==> src/rtl/fifo_pkg.sv <==
// fifo_pkg: shared widths, depth and pointer type for ram_fifo and its storage.
package fifo_pkg;
    localparam int DEF_DATA_W = 8;
    localparam int DEF_ADDR_W = 4;
    localparam int DEPTH      = 2 ** DEF_ADDR_W;
    // MSB is the wrap bit; low DEF_ADDR_W bits address the RAM.
    typedef logic [DEF_ADDR_W:0] ptr_t;
endpackage

==> src/rtl/dual_port_ram.sv <==
// dual_port_ram: 2**ADDR_W x DATA_W RAM, one write port and one registered read port.
// Ports: clk; i_wr_en/i_wr_addr/i_wr_data write side; i_rd_en/i_rd_addr read request;
//        o_rd_data read data, valid the cycle after i_rd_en, holds otherwise.
// A read and write to the same address in one cycle return the old contents.
module dual_port_ram #(
    parameter int DATA_W = 8,
    parameter int ADDR_W = 4
) (
    input  logic              clk,
    input  logic              i_wr_en,
    input  logic [ADDR_W-1:0] i_wr_addr,
    input  logic [DATA_W-1:0] i_wr_data,
    input  logic              i_rd_en,
    input  logic [ADDR_W-1:0] i_rd_addr,
    output logic [DATA_W-1:0] o_rd_data
);
    logic [DATA_W-1:0] r_mem [2**ADDR_W];
    logic [DATA_W-1:0] r_rd_data;

    always_ff @(posedge clk) begin
        if (i_wr_en) r_mem[i_wr_addr] <= i_wr_data;
        if (i_rd_en) r_rd_data <= r_mem[i_rd_addr];
    end

    assign o_rd_data = r_rd_data;
endmodule

==> src/rtl/ram_fifo.sv <==
// ram_fifo: synchronous FIFO driving a dual_port_ram, with occupancy and sticky error flags.
// Ports: clk, rst (sync, active high); i_push/i_din producer side; i_pop consumer request;
//        o_dout/o_dout_valid read data one cycle after an accepted pop;
//        o_full, o_empty, o_count occupancy (registered pointers only);
//        o_overflow/o_underflow sticky rejected-push/rejected-pop flags.
module ram_fifo
    import fifo_pkg::*;
#(
    parameter int DATA_W = DEF_DATA_W,
    parameter int ADDR_W = DEF_ADDR_W
) (
    input  logic              clk,
    input  logic              rst,
    input  logic              i_push,
    input  logic [DATA_W-1:0] i_din,
    input  logic              i_pop,
    output logic [DATA_W-1:0] o_dout,
    output logic              o_dout_valid,
    output logic              o_full,
    output logic              o_empty,
    output logic [ADDR_W:0]   o_count,
    output logic              o_overflow,
    output logic              o_underflow
);
    ptr_t r_wr_ptr, r_rd_ptr;
    logic r_dout_valid, r_overflow, r_underflow;
    logic w_full, w_empty, w_pop_ok, w_push_ok;

    assign w_empty   = r_wr_ptr == r_rd_ptr;
    assign w_full    = (r_wr_ptr[ADDR_W-1:0] == r_rd_ptr[ADDR_W-1:0]) &&
                       (r_wr_ptr[ADDR_W] != r_rd_ptr[ADDR_W]);
    assign w_pop_ok  = i_pop & ~w_empty;
    // A pop in the same cycle frees the slot, so a full FIFO still takes the push.
    assign w_push_ok = i_push & (~w_full | w_pop_ok);

    always_ff @(posedge clk) begin
        if (rst) begin
            r_wr_ptr     <= '0;
            r_rd_ptr     <= '0;
            r_dout_valid <= 1'b0;
            r_overflow   <= 1'b0;
            r_underflow  <= 1'b0;
        end else begin
            if (w_push_ok) r_wr_ptr <= r_wr_ptr + 1'b1;
            if (w_pop_ok) r_rd_ptr <= r_rd_ptr + 1'b1;
            r_dout_valid <= w_pop_ok;
            if (i_push && !w_push_ok) r_overflow <= 1'b1;
            if (i_pop && !w_pop_ok) r_underflow <= 1'b1;
        end
    end

    // Writes are blocked during reset so a coincident push leaves no trace.
    dual_port_ram #(.DATA_W(DATA_W), .ADDR_W(ADDR_W)) u_ram (
        .clk       (clk),
        .i_wr_en   (w_push_ok & ~rst),
        .i_wr_addr (r_wr_ptr[ADDR_W-1:0]),
        .i_wr_data (i_din),
        .i_rd_en   (w_pop_ok),
        .i_rd_addr (r_rd_ptr[ADDR_W-1:0]),
        .o_rd_data (o_dout)
    );

    assign o_dout_valid = r_dout_valid;
    assign o_full       = w_full;
    assign o_empty      = w_empty;
    assign o_count      = r_wr_ptr - r_rd_ptr;
    assign o_overflow   = r_overflow;
    assign o_underflow  = r_underflow;
endmodule

==> config.mk <==
export PLATFORM = sky130hd
export DESIGN_NAME = ram_fifo
export DESIGN_NICKNAME = d
export VERILOG_FILES = /design/src/rtl/fifo_pkg.sv /design/src/rtl/dual_port_ram.sv /design/src/rtl/ram_fifo.sv
export SDC_FILE = /design/constraint.sdc
export NUM_CORES = 1
export LEC_CHECK = 0
export ABC_AREA = 1
export CAP_MARGIN = 15
export CORE_MARGIN = 2
export CORE_UTILIZATION = 45
export DETAILED_ROUTE_END_ITERATION = 16
export GPL_TIMING_DRIVEN = 1
export SYNTH_ARGS = -nofsm -noshare
export SYNTH_HDL_FRONTEND = slang
export SYNTH_SLANG_ARGS = --single-unit
==> constraint.sdc <==
create_clock -name clk -period 3.2 [get_ports clk]
set_input_delay 0.96 -clock clk [delete_from_list [all_inputs] [get_ports clk]]
set_output_delay 0.96 -clock clk [all_outputs]
set_load 0.01 [all_outputs]
After elaboration in Yosys (flattened, before gate mapping). Memories as Yosys holds them, arrays and structs flattened. A register that Yosys moved wholly into a read port is not among the register bits. Index checks and enable logic that the tools add are counted.

Word-level logic and storage cells: 26. Bits in registers: 13. Output and inout bits: 18. Memories kept: 1. RAM bits: 128.

Memories: u_ram.r_mem (depth 16, width 8, read ports 1, clocked after memory_dff 1, wr ports 1, RTL line dual_port_ram.sv:17) `logic [DATA_W-1:0] r_mem [2**ADDR_W];`.

Bitwise operators: 7. Add/sub/neg operators: 3. Reductions and logical operators: 5. Equal/unequal tests: 3. Mux-type cells: 2.

Operator list (count): adder 5 x 1 -> 5 bit (second input constant) (2); equality test 5 bit (1); subtractor 5 bit (1); equality test 4 bit (1); AND 1 bit (3); logical AND 1 bit (3); inverter 1 bit (3); logical NOT 1 bit (2); two-way mux 1 bit (2); inequality test 1 bit (1); bitwise OR 1 bit (1).

Longest topological paths before layout. Gate-level depths: netlist of run 1.

Depth after elaboration: 8. Mapped depth: 12.

Cells and area by module. A second synthesis of run 1 with hierarchy kept.

Cells, all modules: 669. Area, all modules: 6695.2 µm².

By module, submodules not included: dual_port_ram (area an instance 5846.9 µm², seq. area each 4083.9 µm², times used 1, cells each 551); ram_fifo (area an instance 848.3 µm², seq. area each 260.2 µm², times used 1, cells each 118).

Worst setup path after synthesis of run 1. No wires, ideal clock.

Path type: reg2out. Start: register r_wr_ptr[0]. End: output o_count[4]. Arrival: 1625 ps. Cell stages (with the launch flop): 8. Buffers on the path: 0. Slack: 615 ps. Path through: dfxtp_1 > inv_1 > ha_1 > fa_1 > nor3_1 > nor2_1 > nand2_1 > xor2_1.

Word-level cells in the longest chain between the ends: 1.

RTL lines: start, declared (RTL line ram_fifo.sv:25) `ptr_t r_wr_ptr, r_rd_ptr;`; start signal, assigned (RTL line ram_fifo.sv:44) `if (w_push_ok) r_wr_ptr <= r_wr_ptr + 1'b1;`; subtractor 5 bit (RTL line ram_fifo.sv:66) `assign o_count = r_wr_ptr - r_rd_ptr;`; end, declared (RTL line ram_fifo.sv:21) `output logic [ADDR_W:0] o_count,`.

Every way passes these cells.

Worst setup path in the final report of run 1.
Start: register r_wr_ptr[0]. End: output o_count[1].

Same word-level chain as after synthesis.

==> impl_results.md, run 1 <==
* Critical path's slowest cell: fa_2
* Count of warnings emitted by yosys at 0
* Peak VDD IR at 350 µV
* Ys async rst share at 0
* Antenna diodes at 0
* Fin crit period at 3.07 ns
* Layout cells sized above 1 at 0.112
* Max Cap Violations at 0
* Die height at 124 µm
* Most common cell after layout, fill and taps aside: nand2_1
* GRT Residual Overflow at 0
* Pins Over Slew Limit at 0
* Area delta synth->final at 18.8%
* Routability cong. at 0.848
* Core area at 0.0140 mm²
* Post-Layout Cell Count at 870
* H-Tree Depth at 4
* Largest net degree at the start of global routing at 70
* Final WS setup at 0.128 ns
* Total GRT Usage at 0.204
* Worst reg2reg path endpoint: u_ram.o_rd_data[0]
* CP max stage delay at 0.54 ns
* Tightest Pin Transition at 0.805 ns
* Status: finished, final reports clean
* Final hold vios at 0
* CTS Buf Count at 17
* Most frequent cells in the layout: nand2_1, edfxtp_1, nor2_1
* RSZ-0062 raised after global routing: no
* CTS root buf: clkbuf_16
* Crit share post-route at 0.960
* Syn Area/Cell at 10.3 µm²
* Hold Crit Depth at 2
* Pwr dens at 646 mW/mm²
* Sequential fraction of the synthesis area at 0.668
* Post-DP HPWL at 9050 µm
* Post-route ant nets at 0
* Via/cell ratio at 5.06
* Syn Inst Count at 630
* Post-DR wirelength/cell at 16.6 µm
* Hold endpoint: o_overflow
* Worst Skew at 0.0111 ns
* DRT Pass-1 Iters at 5
* CP cell instances: inv_1 > ha_1 > fa_2 > inv_1 > clkdlybuf4s50_1
* Type of origin of the critical path: flop
* Worst R2R Path Depth at 9
* Clock latency at the later pin of the worst-skew pair at 0.42 ns
* Cell taking the most area after synthesis: edfxtp_1
* Hold Crit Start: o_overflow
* Largest cells by area after synthesis: edfxtp_1, nand2_1, nor2_1, dfxtp_1, nand3_1
* F_max at 0.326 GHz
* Clk buf depth at 2
* Top FF cell, synth: edfxtp_1
* Reg2reg setup slack at 1.08 ns
* Post-synth EDFFs at 136
* Port Buffers at 29
* Setup violations, final at 0
* Hold_buf cts at 0
* Initial antenna violation count at 0
* Placed cells at 838
* Number of synthesized register bits at 149
* Crit Path Category: reg -> out
* Pleak at 3.04 nW
* Nature of the critical path endpoint: output pin
* DP Worst Slack at 0.169 ns
* Distinct cells, synth at 30
* Worst path most repeated cell: inv_1
* Vias in the first global route at 4294
* Std cell rows at 43
* First-pass GRT wire length at 22700 µm
* WL final at 14500 µm
* Vias after detailed routing at 4405
* Post-Syn Nets at 652
* Initial Util at 0.465
* Top-area cell type share of the netlist area at 0.628
* CP Max Fanout at 3
* Clk sinks at 149
* Clock-pin slew on the worst setup and hold paths at 0.06 ns
* DIE AREA at 0.0154 mm²
* Syn Std Cell Area at 0.00650 mm²
* RR Startpoint: r_rd_ptr[0]
* Fillers at 1206
* Slew Limit Headroom at 0.462
* Hold WC Path Type: reg -> reg
* DRC violations left at 0
* Die W at 124 µm
* Worst endpoint data arrival time at 2.11 ns
* Final TNS setup at 0 ns
* IO Pins at 30
* Total power at 4.99 mW
* DR iter-0 viols at 367
* Required time of the critical path at 2.24 ns
* CTS tree: built
* Post-layout nets at 699
where the power goes:
part	leakage [nW]	switching, mW	internal (mW)
clock	0.306	0.724	1.34
combinational	1.40	0.470	0.265
sequential	1.34	0.0149	2.18
per-stage QoR:
| stage | hold slack (ns) | util | instance area (µm²) |
|---|---|---|---|
| final | 0.457 | 0.552 | 7720 |
| after global routing | 0.489 | 0.552 | 7720 |
| after CTS | 0.460 | 0.550 | 7690 |
| after detailed placement | 0.447 | 0.505 | 7070 |
| after global placement | 0.442 | 0.505 | 7070 |
| after floorplan | 0.471 | - | 6500 |
state kept, by name, summed over array words and instances (netlist names):
register / flops
o_overflow: 1
u_ram.r_mem: 128
r_rd_ptr: 5
u_ram.o_rd_data: 8
r_wr_ptr: 5
o_underflow: 1
o_dout_valid: 1
worst max-delay path, delay by kind of cell, from the launching register on:
family                   cells  cell delay [ns]
flip-flops                   1             0.32
buffers and inverters        3             0.60
adder cells (fa/ha/maj)      2             0.77
layout make-up:
cell class / count / area, µm² / share of cell area
clock buffers: 21 / 460 / 0.0596
clock inverters: 11 / 158 / 0.0204
inverters: 47 / 179 / 0.0232
multi-input cells: 406 / 1860 / 0.241
flip-flops and latches: 149 / 4350 / 0.563
well taps: 180 / 225 / 0.0292
repair buffers: 56 / 494 / 0.0640
repair_timing:
| item | CTS | global route |
|---|---|---|
| gates resized for setup | 5 | 9 |
| setup buffers | 0 | 0 |
| endpoints found under the setup margin | 2 | 4 |
kinds of logic after synthesis:
logic type                 after synthesis  share of synthesized area
xor gates and xnor gates                 5                    0.00674
adders and majority gates               10                     0.0204
and+or+nand+nor                        339                      0.214
AOI/OAI and AO/OA                       52                     0.0404
DFF                                    149                      0.668
buffers and inverters                   75                     0.0506
cell usage after synthesis, types with 2 or more instances:
| library cell | n |
|---|---|
| nand2_4 | 2 |
| inv_1 | 42 |
| a21oi_1 | 8 |
| nor2_1 | 83 |
| inv_2 | 2 |
| ha_1 | 9 |
| dfxtp_1 | 13 |
| nand3_1 | 42 |
| buf_2 | 9 |
| nand4_1 | 3 |
| buf_1 | 4 |
| clkinv_1 | 2 |
| nor2_2 | 4 |
| edfxtp_1 | 136 |
| buf_4 | 7 |
| xor2_1 | 4 |
| clkbuf_1 | 7 |
| nand2_1 | 199 |
| o21ai_1 | 9 |
| o21ai_0 | 34 |
| nand2_2 | 2 |
how the worst max path moves through the flow:
stage	start	to	slack [ns]	cells past startpoint
2_1_floorplan	r_wr_ptr[0]	o_count[4]	0.61	7
3_3_place_gp	r_wr_ptr[0]	o_count[4]	0.22	8
3_5_place_dp	r_wr_ptr[0]	o_count[4]	0.17	8
4_1_cts	r_wr_ptr[0]	o_count[4]	0.005	8
5_1_grt	r_wr_ptr[0]	o_count[1]	0.06	5
6_report	r_wr_ptr[0]	o_count[1]	0.13	5
per-layer routing:
metal,global-route usage,vias up,share of wire
met5,0,-,0
met1,0.273,2055,0.44
li1,-,2176,-
met3,0.0531,27,0.059
met4,0.0941,0,0.030
met2,0.312,147,0.47
Note: power is estimated with default switching activity, not from simulation.
==> run 2, diff against run 1 <==
- REMOVE_ABC_BUFFERS: unset -> 1
==> run 2 against run 1 <==
Critical endpoint is now o_empty. Core utilization shrank 0.24 points. Highest routed layer unchanged. Critical path type unchanged. Total power is 0.69% lower. Flip-flop and latch count did not move. Cell area decreased by 0.44%. Largest cell class unchanged. First-iteration DRC count is 4.4% lower. Worst hold slack worse by 0.0023 ns. Routed wire length shrank 4.7%. Largest power group unchanged. Sequential share of layout area is 0.28 points higher. Combinational power barely moved. Non-clock buffer count down 2.
==> impl_results.md, run 2 (same netlist as run 1, synthesis figures left out) <==
* Status: finished, final reports clean (unchanged)
* CTS tree: built (unchanged)
* Max Cap Violations at 0 (unchanged)
* Post-Layout Cell Count at 867 (was 870)
* Routability cong. at 0.896 (was 0.848)
* Type of origin of the critical path: flop (unchanged)
* Total power at 4.96 mW (was 4.99 mW)
* CP Max Fanout at 4 (was 3)
* Reg2reg setup slack at 0.85 ns (was 1.08 ns)
* Port Buffers at 29 (unchanged)
* Finished Cell Area at 0.00769 mm² (was 0.00772 mm²)
* Pins Over Slew Limit at 0 (unchanged)
* F_max at 0.322 GHz (was 0.326 GHz)
* CTS Buf Count at 17 (unchanged)
* Most common cell after layout, fill and taps aside: nand2_1 (unchanged)
* GRT Residual Overflow at 0 (unchanged)
* H-Tree Depth at 4 (unchanged)
* CP cell instances: clkinv_1 > ha_4 > nand2_1 > nor2_4 > nand2_2 > inv_1 > clkdlybuf4s50_1 (was inv_1 > ha_1 > fa_2 > inv_1 > clkdlybuf4s50_1)
* Final hold vios at 0 (unchanged)
* Worst R2R Path Depth at 7 (was 9)
* Required time of the critical path at 2.24 ns (about the same)
* First-pass GRT wire length at 22000 µm (was 22700 µm)
* Vias in the first global route at 4227 (was 4294)
* Layout cells sized above 1 at 0.111 (was 0.112)
* Clk sinks at 149 (unchanged)
* CTS root buf: clkbuf_16 (unchanged)
* Total GRT Usage at 0.195 (was 0.204)
* Worst hold slack at 0.454 ns (was 0.457 ns)
* CP max stage delay at 0.52 ns (was 0.54 ns)
* Final WS setup at 0.0917 ns (was 0.128 ns)
* Nature of the critical path endpoint: output pin (unchanged)
* Clock-pin slew on the worst setup and hold paths at 0.06 ns (about the same)
* Crit path max-delay family: buffers and inverters (was adder cells)
* Peak VDD IR at 428 µV (was 350 µV)
* Pwr dens at 645 mW/mm² (was 646 mW/mm²)
* Tightest Pin Transition at 0.757 ns (was 0.805 ns)
* Post-layout nets at 697 (was 699)
* Critical path's slowest cell: clkdlybuf4s50_1 (was fa_2)
* DRC violations left at 0 (unchanged)
* Sw Pwr at 1.28 mW (was 1.21 mW)
* Crit share post-route at 0.971 (was 0.960)
* DR iter-0 viols at 351 (was 367)
* Placed cells at 836 (was 838)
* Hold_buf cts at 0 (unchanged)
* Clock latency at the later pin of the worst-skew pair at 0.42 ns (about the same)
* Initial antenna violation count at 0 (unchanged)
* Worst Skew at 0.00872 ns (was 0.0111 ns)
* RSZ-0062 raised after global routing: no (unchanged)
* Biggest register: u_ram.r_mem (unchanged)
* Worst endpoint data arrival time at 2.15 ns (was 2.11 ns)
* Slew Limit Headroom at 0.495 (was 0.462)
* Final TNS setup at 0 ns (unchanged)
* Fin crit period at 3.11 ns (was 3.07 ns)
* Net Sw Frac at 0.258 (was 0.242)
* Post-DP Area at 0.00706 mm² (was 0.00707 mm²)
* WL final at 13800 µm (was 14500 µm)
* Die W at 124 µm (unchanged)
* Logic pwr share at 0.149 (was 0.147)
* Hold WC Path Type: reg -> reg (unchanged)
* Post-DP HPWL at 8880 µm (was 9050 µm)
* DP Worst Slack at 0.168 ns (was 0.169 ns)
* Setup violations, final at 0 (unchanged)
* Clock power share at 0.408 (was 0.413)
* Hold Crit Depth at 2 (unchanged)
* WP buf/inv at 3 (unchanged)
* Fin util at 0.550 (was 0.552)
* Largest net degree at the start of global routing at 70 (unchanged)
* Max reg flops at 128 (unchanged)
* Via/cell ratio at 5.01 (was 5.06)
* Clk buf depth at 2 (unchanged)
* Pint at 3.68 mW (was 3.78 mW)
* Core area at 0.0140 mm² (unchanged)
* Post-route ant nets at 0 (unchanged)
* Most frequent cells in the layout: nand2_1, edfxtp_1, nor2_1 (unchanged)
* Std cell rows at 43 (unchanged)
* Crit Path Category: reg -> out (unchanged)
* Sequential share of power at 0.443 (was 0.440)
* Post-DR wirelength/cell at 15.9 µm (was 16.6 µm)
* Sequential cell area at 0.00435 mm² (about the same)
* IO Pins at 30 (unchanged)
* Die height at 124 µm (unchanged)
* Area of the multi-input gates at 0.00186 mm² (unchanged)
* Area delta synth->final at 18.3% (was 18.8%)
* Initial Util at 0.465 (unchanged)
* Fillers at 1220 (was 1206)
* Crit. path cell count at 7 (was 5)
* Pleak at 2.99 nW (was 3.04 nW)
* Vias after detailed routing at 4340 (was 4405)
* Antenna diodes at 0 (unchanged)
* DIE AREA at 0.0154 mm² (unchanged)
* DRT Pass-1 Iters at 4 (was 5)
run 2: cell types whose count changed in the layout (fill, tap and decap cells not counted), moves of 2 or more:
cell and delta:
dfxtp_2 +2, buf_4 -2, clkdlybuf4s50_1 +2, clkinv_4 +3, inv_6 +3, dlymetal6s2s_1 -2, clkbuf_8 -2, dfxtp_1 -2
clkinv_2 -6
run 2: worst paths after layout:
kind | from | to
worst min register to register | o_overflow | o_overflow
worst max-delay path | r_rd_ptr[2] | o_empty
worst min-delay path | o_overflow | o_overflow
worst max register to register | r_rd_ptr[0] | u_ram.o_rd_data[2]
run 2: power groups by stage:
stage	clock [mW]	sequential [mW]	combinational, mW
final	2.02	2.20	0.737
after global routing	2.14	2.20	0.828
after global placement	0	2.24	0.735
after CTS	2.05	2.20	0.744
after floorplan	0	2.30	0.360
after detailed placement	0	2.24	0.741
run 2: layout make-up:
class,count,share of cell area
multi-input cells,406,0.242
flip-flops and latches,149,0.566
repair buffers,54,0.0617
well taps,180,0.0293
clock buffers,18,0.0558
inverters,47,0.0233
clock inverters,13,0.0225
run 2: worst reg2reg max path, delay by kind of cell (launching register included):
kind	cells	cell delay [ns]
buffers and inverters	3	1.24
AO/OA/AOI/OAI	1	0.20
flip-flops	1	0.32
AND/OR/NAND/NOR	3	0.32
run 2: timing repair:
action / 4_1_cts / 5_1_grt
gates cloned: 0 / 0
buffers inserted: 0 / 0
gates resized for setup: 5 / 8
setup endpoints to repair: 4 / 4
pin swaps: 1 / 0
run 2: routing by layer:
layer,wire (µm),up-vias,track usage
li1,-,2172,-
met1,6330,2070,0.264
met2,6700,76,0.308
met3,487,22,0.0408
met4,262,0,0.0822
met5,0,-,0
